===== src/rtl/radix3_out_serializer_if.sv =====
// -----------------------------------------------------------------------------
// radix3_out_serializer_if
// Single-sample output stream of the radix-3 output serializer.
//
// Signals:
//   out_valid  producer -> consumer  sample available
//   out_ready  consumer -> producer  sample accepted this cycle
//   out_re     producer -> consumer  real part of the sample (W bits)
//   out_img    producer -> consumer  imaginary part of the sample (W bits)
//   out_idx    producer -> consumer  0=A, 1=B, 2=C position within the triplet
//   out_last   producer -> consumer  high on the C beat of a triplet
//
// Modports:
//   master  the serializer (drives the stream)
//   slave   the next FFT stage or result memory (accepts the stream)
// -----------------------------------------------------------------------------
interface radix3_out_serializer_if #(
    parameter int W = 32
);
    logic         out_valid;
    logic         out_ready;
    logic [W-1:0] out_re;
    logic [W-1:0] out_img;
    logic [1:0]   out_idx;
    logic         out_last;

    modport master (
        output out_valid,
        output out_re,
        output out_img,
        output out_idx,
        output out_last,
        input  out_ready
    );

    modport slave (
        input  out_valid,
        input  out_re,
        input  out_img,
        input  out_idx,
        input  out_last,
        output out_ready
    );
endinterface


===== src/rtl/radix3_out_serializer.sv =====
// -----------------------------------------------------------------------------
// radix3_out_serializer
// Output-side companion of the radix-3 butterfly. Each accepted issue is
// tracked through a LATENCY-deep delay line; when it emerges, the six
// butterfly output words (A, B, C complex) are written into a triplet FIFO.
// The FIFO head is then streamed out one complex sample per beat (A, B, C).
// Issue credits bound the number of triplets in flight plus buffered to
// DEPTH, so the FIFO can never be written while full as long as the upstream
// sequencer honours in_ready.
//
// Parameters:
//   W        word width of one real/imag component (bit-exact passthrough)
//   LATENCY  butterfly pipeline latency in cycles (>= 1)
//   DEPTH    triplet FIFO entries (power of two, >= 2)
//
// Ports:
//   clk        rising-edge clock
//   rst        synchronous active-high reset, dominates all other inputs
//   in_valid   a triplet is being presented to the butterfly this cycle
//   in_ready   an issue credit is free (depends on registers only)
//   ao_*/bo_*/co_*  butterfly outputs, valid LATENCY cycles after issue
//   out_if     serialized sample stream (master side)
//   overflow   sticky: in_valid seen while in_ready was low
//   level      FIFO occupancy in triplets
// -----------------------------------------------------------------------------
module radix3_out_serializer #(
    parameter int W       = 32,
    parameter int LATENCY = 4,
    parameter int DEPTH   = 4
) (
    input  logic                   clk,
    input  logic                   rst,
    input  logic                   in_valid,
    output logic                   in_ready,
    input  logic [W-1:0]           ao_re,
    input  logic [W-1:0]           ao_img,
    input  logic [W-1:0]           bo_re,
    input  logic [W-1:0]           bo_img,
    input  logic [W-1:0]           co_re,
    input  logic [W-1:0]           co_img,
    radix3_out_serializer_if.master out_if,
    output logic                   overflow,
    output logic [$clog2(DEPTH):0] level
);
    localparam int AW = $clog2(DEPTH);
    localparam int CW = AW + 1;
    localparam int TW = 6 * W;
    localparam logic [CW-1:0] DEPTH_C = CW'(DEPTH);
    localparam logic [CW-1:0] ONE_C   = CW'(1);
    localparam logic [AW-1:0] PTR_INC = AW'(1);

    // Word slots inside a packed triplet {ao_re, ao_img, bo_re, bo_img, co_re, co_img}
    localparam int SL_AO_RE  = 5;
    localparam int SL_AO_IMG = 4;
    localparam int SL_BO_RE  = 3;
    localparam int SL_BO_IMG = 2;
    localparam int SL_CO_RE  = 1;
    localparam int SL_CO_IMG = 0;

    typedef enum logic [1:0] {
        PH_A = 2'd0,
        PH_B = 2'd1,
        PH_C = 2'd2
    } phase_t;

    // Pick one W-bit word out of a packed triplet.
    function automatic logic [W-1:0] sel_word(input logic [TW-1:0] trip, input int slot);
        return trip[slot*W +: W];
    endfunction

    logic [CW-1:0]      credits_r;
    logic [LATENCY-1:0] dly_r;
    logic [TW-1:0]      mem_r [DEPTH];
    logic [AW-1:0]      wr_ptr_r;
    logic [AW-1:0]      rd_ptr_r;
    logic [CW-1:0]      level_r;
    logic               overflow_r;
    phase_t             phase_r;
    phase_t             phase_nx;

    logic               in_ready_s;
    logic               accept_s;
    logic               reject_s;
    logic               empty_s;
    logic               full_s;
    logic               wr_en_s;
    logic               wr_do_s;
    logic               beat_s;
    logic               pop_s;
    logic [TW-1:0]      head_s;
    logic [W-1:0]       re_s;
    logic [W-1:0]       img_s;

    // Handshake decode: credits, FIFO flags, capture strobe, beat/pop events.
    always_comb begin
        in_ready_s = (credits_r < DEPTH_C);
        accept_s   = in_valid && in_ready_s;
        reject_s   = in_valid && !in_ready_s;
        empty_s    = (level_r == {CW{1'b0}});
        full_s     = (level_r == DEPTH_C);
        // The issue bit leaving the last tap marks the cycle the butterfly
        // outputs belong to this triplet.
        wr_en_s    = dly_r[LATENCY-1];
        beat_s     = !empty_s && out_if.out_ready;
        pop_s      = beat_s && (phase_r == PH_C);
        // A pop on the same edge frees the slot, so a write into a full FIFO
        // is still safe then; otherwise a write into a full FIFO is dropped
        // rather than corrupting the head.
        wr_do_s    = wr_en_s && (!full_s || pop_s);
    end

    // Issue credit counter: +1 on accepted issue, -1 on triplet pop.
    always_ff @(posedge clk) begin
        if (rst) begin
            credits_r <= {CW{1'b0}};
        end else begin
            case ({accept_s, pop_s})
                2'b10:   credits_r <= credits_r + ONE_C;
                2'b01:   credits_r <= credits_r - ONE_C;
                default: credits_r <= credits_r;
            endcase
        end
    end

    // Delay line tracking accepted issues through the butterfly pipeline.
    always_ff @(posedge clk) begin
        if (rst) begin
            dly_r <= {LATENCY{1'b0}};
        end else begin
            dly_r[0] <= accept_s;
            for (int i = 1; i < LATENCY; i++) begin
                dly_r[i] <= dly_r[i-1];
            end
        end
    end

    // Triplet storage; contents are only observable while the FIFO is non-empty.
    always_ff @(posedge clk) begin
        if (wr_do_s) begin
            mem_r[wr_ptr_r] <= {ao_re, ao_img, bo_re, bo_img, co_re, co_img};
        end
    end

    // FIFO pointers and occupancy; pointers wrap naturally at DEPTH.
    always_ff @(posedge clk) begin
        if (rst) begin
            wr_ptr_r <= {AW{1'b0}};
            rd_ptr_r <= {AW{1'b0}};
            level_r  <= {CW{1'b0}};
        end else begin
            if (wr_do_s) begin
                wr_ptr_r <= wr_ptr_r + PTR_INC;
            end
            if (pop_s) begin
                rd_ptr_r <= rd_ptr_r + PTR_INC;
            end
            case ({wr_do_s, pop_s})
                2'b10:   level_r <= level_r + ONE_C;
                2'b01:   level_r <= level_r - ONE_C;
                default: level_r <= level_r;
            endcase
        end
    end

    // Sticky overflow flag for issues presented without a credit.
    always_ff @(posedge clk) begin
        if (rst) begin
            overflow_r <= 1'b0;
        end else if (reject_s) begin
            overflow_r <= 1'b1;
        end else begin
            overflow_r <= overflow_r;
        end
    end

    // Beat phase state register.
    always_ff @(posedge clk) begin
        if (rst) begin
            phase_r <= PH_A;
        end else begin
            phase_r <= phase_nx;
        end
    end

    // Beat phase next-state: advance on every accepted beat, C returns to A.
    always_comb begin
        phase_nx = phase_r;
        if (beat_s) begin
            case (phase_r)
                PH_A:    phase_nx = PH_B;
                PH_B:    phase_nx = PH_C;
                PH_C:    phase_nx = PH_A;
                default: phase_nx = PH_A;
            endcase
        end else begin
            phase_nx = phase_r;
        end
    end

    // Read mux: select the complex word of the head triplet for this phase.
    always_comb begin
        head_s = mem_r[rd_ptr_r];
        re_s   = {W{1'b0}};
        img_s  = {W{1'b0}};
        if (!empty_s) begin
            case (phase_r)
                PH_A: begin
                    re_s  = sel_word(head_s, SL_AO_RE);
                    img_s = sel_word(head_s, SL_AO_IMG);
                end
                PH_B: begin
                    re_s  = sel_word(head_s, SL_BO_RE);
                    img_s = sel_word(head_s, SL_BO_IMG);
                end
                PH_C: begin
                    re_s  = sel_word(head_s, SL_CO_RE);
                    img_s = sel_word(head_s, SL_CO_IMG);
                end
                default: begin
                    re_s  = {W{1'b0}};
                    img_s = {W{1'b0}};
                end
            endcase
        end else begin
            // Empty FIFO holds stale data; present zeros instead.
            re_s  = {W{1'b0}};
            img_s = {W{1'b0}};
        end
    end

    // Output drive: everything is a function of registered state only.
    always_comb begin
        out_if.out_valid = !empty_s;
        out_if.out_re    = re_s;
        out_if.out_img   = img_s;
        out_if.out_idx   = phase_r;
        out_if.out_last  = (phase_r == PH_C);
        in_ready         = in_ready_s;
        overflow         = overflow_r;
        level            = level_r;
    end

    radix3_out_serializer_chk #(
        .DEPTH (DEPTH)
    ) u_chk (
        .clk    (clk),
        .rst    (rst),
        .wr_en  (wr_en_s),
        .full   (full_s),
        .pop    (pop_s),
        .level  (level_r),
        .phase  (phase_r)
    );

endmodule

// -----------------------------------------------------------------------------
// radix3_out_serializer_chk
// Design-intent properties of the serializer: the credit scheme must keep
// capture away from a full FIFO, occupancy never exceeds DEPTH and the beat
// phase never takes the unused encoding.
//
// Ports:
//   clk, rst  clock and synchronous reset of the serializer
//   wr_en     delay-line capture strobe
//   full      FIFO full flag
//   pop       head triplet released this cycle
//   level     FIFO occupancy
//   phase     current beat phase
// -----------------------------------------------------------------------------
module radix3_out_serializer_chk #(
    parameter int DEPTH = 4
) (
    input logic                   clk,
    input logic                   rst,
    input logic                   wr_en,
    input logic                   full,
    input logic                   pop,
    input logic [$clog2(DEPTH):0] level,
    input logic [1:0]             phase
);
    localparam logic [$clog2(DEPTH):0] DEPTH_C = ($clog2(DEPTH)+1)'(DEPTH);

    a_no_write_when_full: assert property (
        @(posedge clk) disable iff (rst) !(wr_en && full && !pop)
    );

    a_level_bound: assert property (
        @(posedge clk) disable iff (rst) (level <= DEPTH_C)
    );

    a_phase_legal: assert property (
        @(posedge clk) disable iff (rst) (phase != 2'd3)
    );
endmodule


===== src/flat_wrapper.sv =====
// flat-port wrapper written by rule: the top's interface ports become plain ports
module radix3_out_serializer_flat 
#(
    parameter int W       = 32,
    parameter int LATENCY = 4,
    parameter int DEPTH   = 4
)
  (clk, rst, in_valid, in_ready, ao_re, ao_img, bo_re, bo_img, co_re, co_img, overflow, level, out_if_out_valid, out_if_out_re, out_if_out_img, out_if_out_idx, out_if_out_last, out_if_out_ready);
  radix3_out_serializer_if #(.W(W)) out_if_i ();
  input  logic clk;
  input  logic rst;
  input  logic in_valid;
  output logic in_ready;
  input  logic [W-1:0] ao_re;
  input  logic [W-1:0] ao_img;
  input  logic [W-1:0] bo_re;
  input  logic [W-1:0] bo_img;
  input  logic [W-1:0] co_re;
  input  logic [W-1:0] co_img;
  output logic overflow;
  output logic [$clog2(DEPTH):0] level;
  output wire logic [$bits(out_if_i.out_valid)-1:0] out_if_out_valid;
  output wire logic [$bits(out_if_i.out_re)-1:0] out_if_out_re;
  output wire logic [$bits(out_if_i.out_img)-1:0] out_if_out_img;
  output wire logic [$bits(out_if_i.out_idx)-1:0] out_if_out_idx;
  output wire logic [$bits(out_if_i.out_last)-1:0] out_if_out_last;
  input wire logic [$bits(out_if_i.out_ready)-1:0] out_if_out_ready;
  assign out_if_out_valid = out_if_i.out_valid;
  assign out_if_out_re = out_if_i.out_re;
  assign out_if_out_img = out_if_i.out_img;
  assign out_if_out_idx = out_if_i.out_idx;
  assign out_if_out_last = out_if_i.out_last;
  assign out_if_i.out_ready = out_if_out_ready;
  radix3_out_serializer #(.W(W), .LATENCY(LATENCY), .DEPTH(DEPTH)) u_core (.clk(clk), .rst(rst), .in_valid(in_valid), .in_ready(in_ready), .ao_re(ao_re), .ao_img(ao_img), .bo_re(bo_re), .bo_img(bo_img), .co_re(co_re), .co_img(co_img), .out_if(out_if_i), .overflow(overflow), .level(level));
endmodule

===== config.mk =====
export PLATFORM = sky130hd
export DESIGN_NAME = radix3_out_serializer_flat
export DESIGN_NICKNAME = d
export VERILOG_FILES = /design/src/rtl/radix3_out_serializer_if.sv /design/src/rtl/radix3_out_serializer.sv /design/src/flat_wrapper.sv
export SDC_FILE = /design/constraint.sdc
export NUM_CORES = 1
export LEC_CHECK = 0
export BUFFER_PORTS_ARGS = -buffer_cell sky130_fd_sc_hd__clkbuf_2
export CAP_MARGIN = 20
export CORE_ASPECT_RATIO = 0.7
export CORE_UTILIZATION = 53
export CTS_CLUSTER_DIAMETER = 100
export DETAILED_ROUTE_END_ITERATION = 6
export PLACE_DENSITY = 0.75
export SETUP_SLACK_MARGIN = 0.15
export SYNTH_ARGS = -nofsm -noshare
export SYNTH_HDL_FRONTEND = slang
export SYNTH_SLANG_ARGS = --single-unit

===== constraint.sdc =====
create_clock -name clk -period 6.1 [get_ports clk]
set_clock_uncertainty 0.1 [all_clocks]
set_input_delay 0.305 -clock clk [delete_from_list [all_inputs] [get_ports clk]]
set_output_delay 0.305 -clock clk [all_outputs]
set_load 0.02 [all_outputs]

Word level (Yosys, flattened, before mapping)
Memory sizes are Yosys's and may differ from the RTL's. A register that Yosys moved wholly into a read port is not among the register bits.
Index checks and enable logic that the tools add are counted.
{"block": "totals", "n_memories": 1, "reg_bits": 17, "out_inout_bits": 73, "mem_bits_rw": 768}
{"block": "classes", "n_lt_le_gt_ge": 1, "reduce_logical": 13, "eq_ne": 7, "add_sub_neg": 6, "n_mux": 11}
{"memory": "u_core.mem_r", "depth": 4, "word_bits": 192, "rd": 1, "rd_ports_with_merged_regs": 1, "wr": 1, "line": "radix3_out_serializer.sv:73", "text": "logic [TW-1:0] mem_r [DEPTH];"}
{"op": "$pmux 32 s3", "count": 2}
{"op": "$mux 32", "count": 2}
{"op": "$pmux 3 s2", "count": 2}
{"op": "$add 3x1->3 const B", "count": 2}
{"op": "$eq 2x1->1 const B", "count": 3}
{"op": "$eq 2x2->1 const B", "count": 3}
{"op": "$sub 3x1->3 const B", "count": 2}
{"op": "$logic_and 1x1->1", "count": 5}
{"op": "$add 2x1->2 const B", "count": 2}
{"op": "$mux 2", "count": 2}
{"op": "$pmux 2 s2", "count": 1}
{"op": "$reduce_bool 2->1", "count": 2}
{"op": "$eq 3x3->1 const B", "count": 1}
{"op": "$logic_not 1->1", "count": 3}
{"op": "$logic_not 3->1", "count": 1}
{"op": "$lt 3x3->1 const B", "count": 1}
{"op": "$logic_not 2->1", "count": 1}
{"op": "$mux 1", "count": 2}
{"op": "$logic_or 1x1->1", "count": 1}

Logic depth before layout (Yosys ltp)
{"block": "depth", "depth_word": 8, "ltp_mapped": 9, "mapped_depth_nobuf": 8}

Worst setup path after synthesis
Ideal clock, no wire load.
{"block": "synth_path", "path_type": "register to register", "start": "register u_core.phase_r[0] (netlist: u_core.out_if.out_idx[0])", "end": "memory u_core.mem_r[1][0] (netlist bit), enable pin", "t_arrival_ns": 5.470, "t_required_ns": 5.424, "setup_time_ns": 0.576, "path_stages_with_launch": 5, "setup_slack_ns": -0.046, "path_cell_list": "dfxtp_1 buf_2 nand3b_4 a31oi_2 and2_1"}
{"block": "synth_between", "elab_chain_cells": 6}
{"item": "start, declared", "line": "radix3_out_serializer.sv:78", "text": "phase_t phase_r;"}
{"item": "start signal, assigned", "line": "radix3_out_serializer.sv:181", "text": "phase_r <= phase_nx;"}
{"item": "$eq 2x2->1", "line": "radix3_out_serializer.sv:105", "text": "pop_s = beat_s && (phase_r == PH_C);"}
{"item": "$logic_and 1x1->1", "line": "radix3_out_serializer.sv:105"}
{"item": "$logic_or 1x1->1", "line": "radix3_out_serializer.sv:109", "text": "wr_do_s = wr_en_s && (!full_s || pop_s);"}
{"item": "$logic_and 1x1->1", "line": "radix3_out_serializer.sv:109"}
{"item": "$mux 1", "line": "radix3_out_serializer.sv:139", "text": "if (wr_do_s) begin"}
{"item": "$mux 1 (not written as such)", "line": "radix3_out_serializer.sv:140", "text": "mem_r[wr_ptr_r] <= {ao_re, ao_img, bo_re, bo_img, co_re, co_img};"}
{"item": "end, declared", "line": "radix3_out_serializer.sv:73"}
No other way between the ends.

==> impl_metrics.json <==
{
  "fmax_ghz": 0.265,
  "endpoint": "out_if_out_re[20]",
  "cts_buffers": 73,
  "r2r-end": "u_core.mem_r[0][132]",
  "hold_start": "rst",
  "cp_num_buf_inv": 2,
  "crit_path_top_delay_cell": "dfxtp_4",
  "tns_ns": 0,
  "grt_usage_pct": 21.9,
  "drive_above_1_share_pct": 31.7,
  "clock-sinks": 787,
  "final_nets": 2018,
  "wl_met1_um": 25300,
  "dr.pass1.iters": 5,
  "r2r_slack_ns": 2.85,
  "globalplace.congestion": 0.750,
  "drv_cap": 0,
  "async_reset_ff_share_pct": 0,
  "grt_overflow_total": 0,
  "grt_max_degree": 113,
  "rsz0062_at_grt": "false",
  "powerDensity_nw_per_um2": 287,
  "crit_required_ns": 5.69,
  "grt_pass1_wl_um": 93600,
  "p_leak_nw": 11.6,
  "antenna_found_initial": 12,
  "dieArea_um2": 57500,
  "clock_latency_ns": 0.60,
  "grt_pass1_vias": 15700,
  "slew_headroom_pct": 26.2,
  "hpwl_um": 33800,
  "topRoutingLayerUsed": "met5",
  "syn-instance-count": 1324,
  "peakVddDrop_uv": 194,
  "die_h_um": 201,
  "mappedNetlistArea_um2": 30000,
  "status": "finished, final reports clean",
  "path_max_fanout": 68,
  "yosysTopAreaCell": "edfxtp_1",
  "synth_edf_count": 768,
  "synth_ff_type": "edfxtp_1",
  "fin_util_pct": 65.1,
  "worstHoldPathType": "in2reg",
  "fp.dieW_um": 286,
  "core-area_um2": 55600,
  "tightest_slew_ns": 1.11,
  "fin_crit_sh_pct": 62.0,
  "synth_fp_nets": 1527,
  "critPathMaxStageDelay_ns": 1.05,
  "start_kind": "flip-flop",
  "num_vias": 14900,
  "critPathCaptureType": "output port",
  "setup_viol": 0,
  "clk_pin_slew_ns": 0.06,
  "path_depth": 5,
  "start_util_pct": 53.9,
  "viasPerCell": 5.69,
  "cts_tree": "done",
  "hold_violations": 0,
  "cp_cell_sequence": "buf_4, mux4_2, mux2i_1, o21ai_1, clkbuf_2",
  "port_buffers": 268,
  "post-route-min-period_ns": 3.78,
  "crit_family": "flip-flops",
  "hold_slack_ns": 0.0472,
  "drtIter0Drc": 1196,
  "worstPathArrival_ns": 3.37,
  "antenna_left": 0,
  "avgSynthCellArea_um2": 22.6,
  "avgRoutedWirePerCell_um": 23.5,
  "route.met2.wl_um": 30800,
  "std_cell_rows": 72,
  "drt_wl_total_um": 61400,
  "cts.htree.levels": 3,
  "ys_warn_count": 0,
  "synth_top_area_share_pct": 76.9,
  "synth_seq_cells": 787,
  "synth.area.top_cells": "edfxtp_1 (77%), mux4_2 (14%), mux2i_1 (2.2%)",
  "synth_cell_types": 40,
  "areaGrowthSynthToFinish_pct": 20.6,
  "drc": 0,
  "finalMaxSlewViolations": 0,
  "ioPinCount": 269,
  "reg2regPathDepth": 4,
  "cts_root_buf": "clkbuf_16",
  "clockBufferDepth": 3,
  "cts-resized-gates": 0,
  "ys_seq_area_share_pct": 78.2,
  "critical_path_class": "reg2out",
  "routed-wl-met3_um": 3830,
  "timing.rr.start": "u_core.out_if.out_idx[0]"
}
## synth_stat cells (5+ instances only)
cell      number
a21oi_1        8
buf_2         27
nor2_1        16
buf_4          6
buf_1          8
mux2i_1       65
buf_8          7
nand2_1       70
clkbuf_1      11
nor2b_1        5
buf_6          8
and2_1         5
dfxtp_1       19
inv_1          9
edfxtp_1     768
o21ai_1       64
ha_1           5
mux4_2       192
## how the worst min path moves through the flow
stage / to / slack, ns / cells past startpoint
floorplan: u_core.mem_r[0][0] / 0.30 / 0
global placement: u_core.dly_r[2] / 0.32 / 1
detailed placement: u_core.dly_r[1] / 0.33 / 1
CTS: u_core.out_if.out_idx[0] / 0.003 / 2
global route: u_core.out_if.out_idx[0] / 0.05 / 2
finish: u_core.out_if.out_idx[0] / 0.05 / 2
## flip-flops by register name (all words and copies together) (netlist names), named ones only
name,count
u_core.overflow,1
u_core.rd_ptr_r,2
u_core.level,3
u_core.credits_r,3
u_core.out_if.out_idx,2
u_core.mem_r,768
u_core.wr_ptr_r,2
u_core.dly_r,4
## routing by layer
metal / track usage, % / up-vias
met4: 6.34 / 8
li1: - / 6509
met2: 35.4 / 532
met5: 0 / -
met1: 30.3 / 7730
met3: 4.69 / 113
## report_power, final
group,total (mW),internal [mW],switching (mW),leakage [nW]
combinational,0.263,0.144,0.120,3.48
clock,4.17,2.29,1.88,1.06
sequential,5.95,5.94,0.00518,7.07
total,10.4,8.38,2.01,11.6
## placed cells by master, fill, tap and decap left out, drive strengths merged, types with 2 or more instances in the layout
master,Yosys,final
a21oi,8,8
and2,5,5
buf,56,21
clkbuf,11,355
clkinv,0,34
dfxtp,19,19
diode,0,10
dlygate4sd3,0,194
edfxtp,768,768
fa,2,2
ha,5,5
inv,10,13
mux2i,65,65
mux4,192,192
nand2,70,70
nand3,2,2
nand3b,2,2
nor2,16,16
nor2b,5,5
nor3,2,2
o21ai,67,67
or3,2,2
xnor2,3,3
xor2,3,3
## layout make-up
class                           count  area, µm²
Tap cell                          740        926
Clock inverter                     39        216
Multi-Input combinational cell    460       6070
Sequential cell                   787      23500
Clock buffer                       87       1920
Timing Repair Buffer              483       3520
Antenna cell                       10       25.0
Fill cell                        3601      19400
Inverter                           10       37.5
## what timing repair did
item,CTS,global route
buffers inserted,0,0
endpoints found under the hold margin,772,0
endpoints found under the setup margin,0,0
hold buffers,194,0
## cells by family after synthesis
logic type | count (synthesis) | synth area share [%]
flops | 787 | 78.2
mux | 257 | 16.6
simple gates | 107 | 1.58
compound gates | 83 | 1.49
buf+inv | 77 | 1.62
fa+ha+maj | 7 | 0.342
xor+xnor | 6 | 0.175
## metrics by stage
stage | setup slack (ns) | cells | instance area [µm²] | power, mW
6_report | 2.32 | 2616 | 36200 | 10.4
5_1_grt | 2.12 | 2612 | 36200 | 10.7
4_1_cts | 2.19 | 2606 | 36100 | 10.5
2_1_floorplan | 2.09 | 1324 | 30000 | 6.10
3_5_place_dp | 2.85 | 2286 | 32100 | 6.22
3_3_place_gp | 2.87 | 2286 | 32100 | 6.20
(Power assumes the default switching activity.)
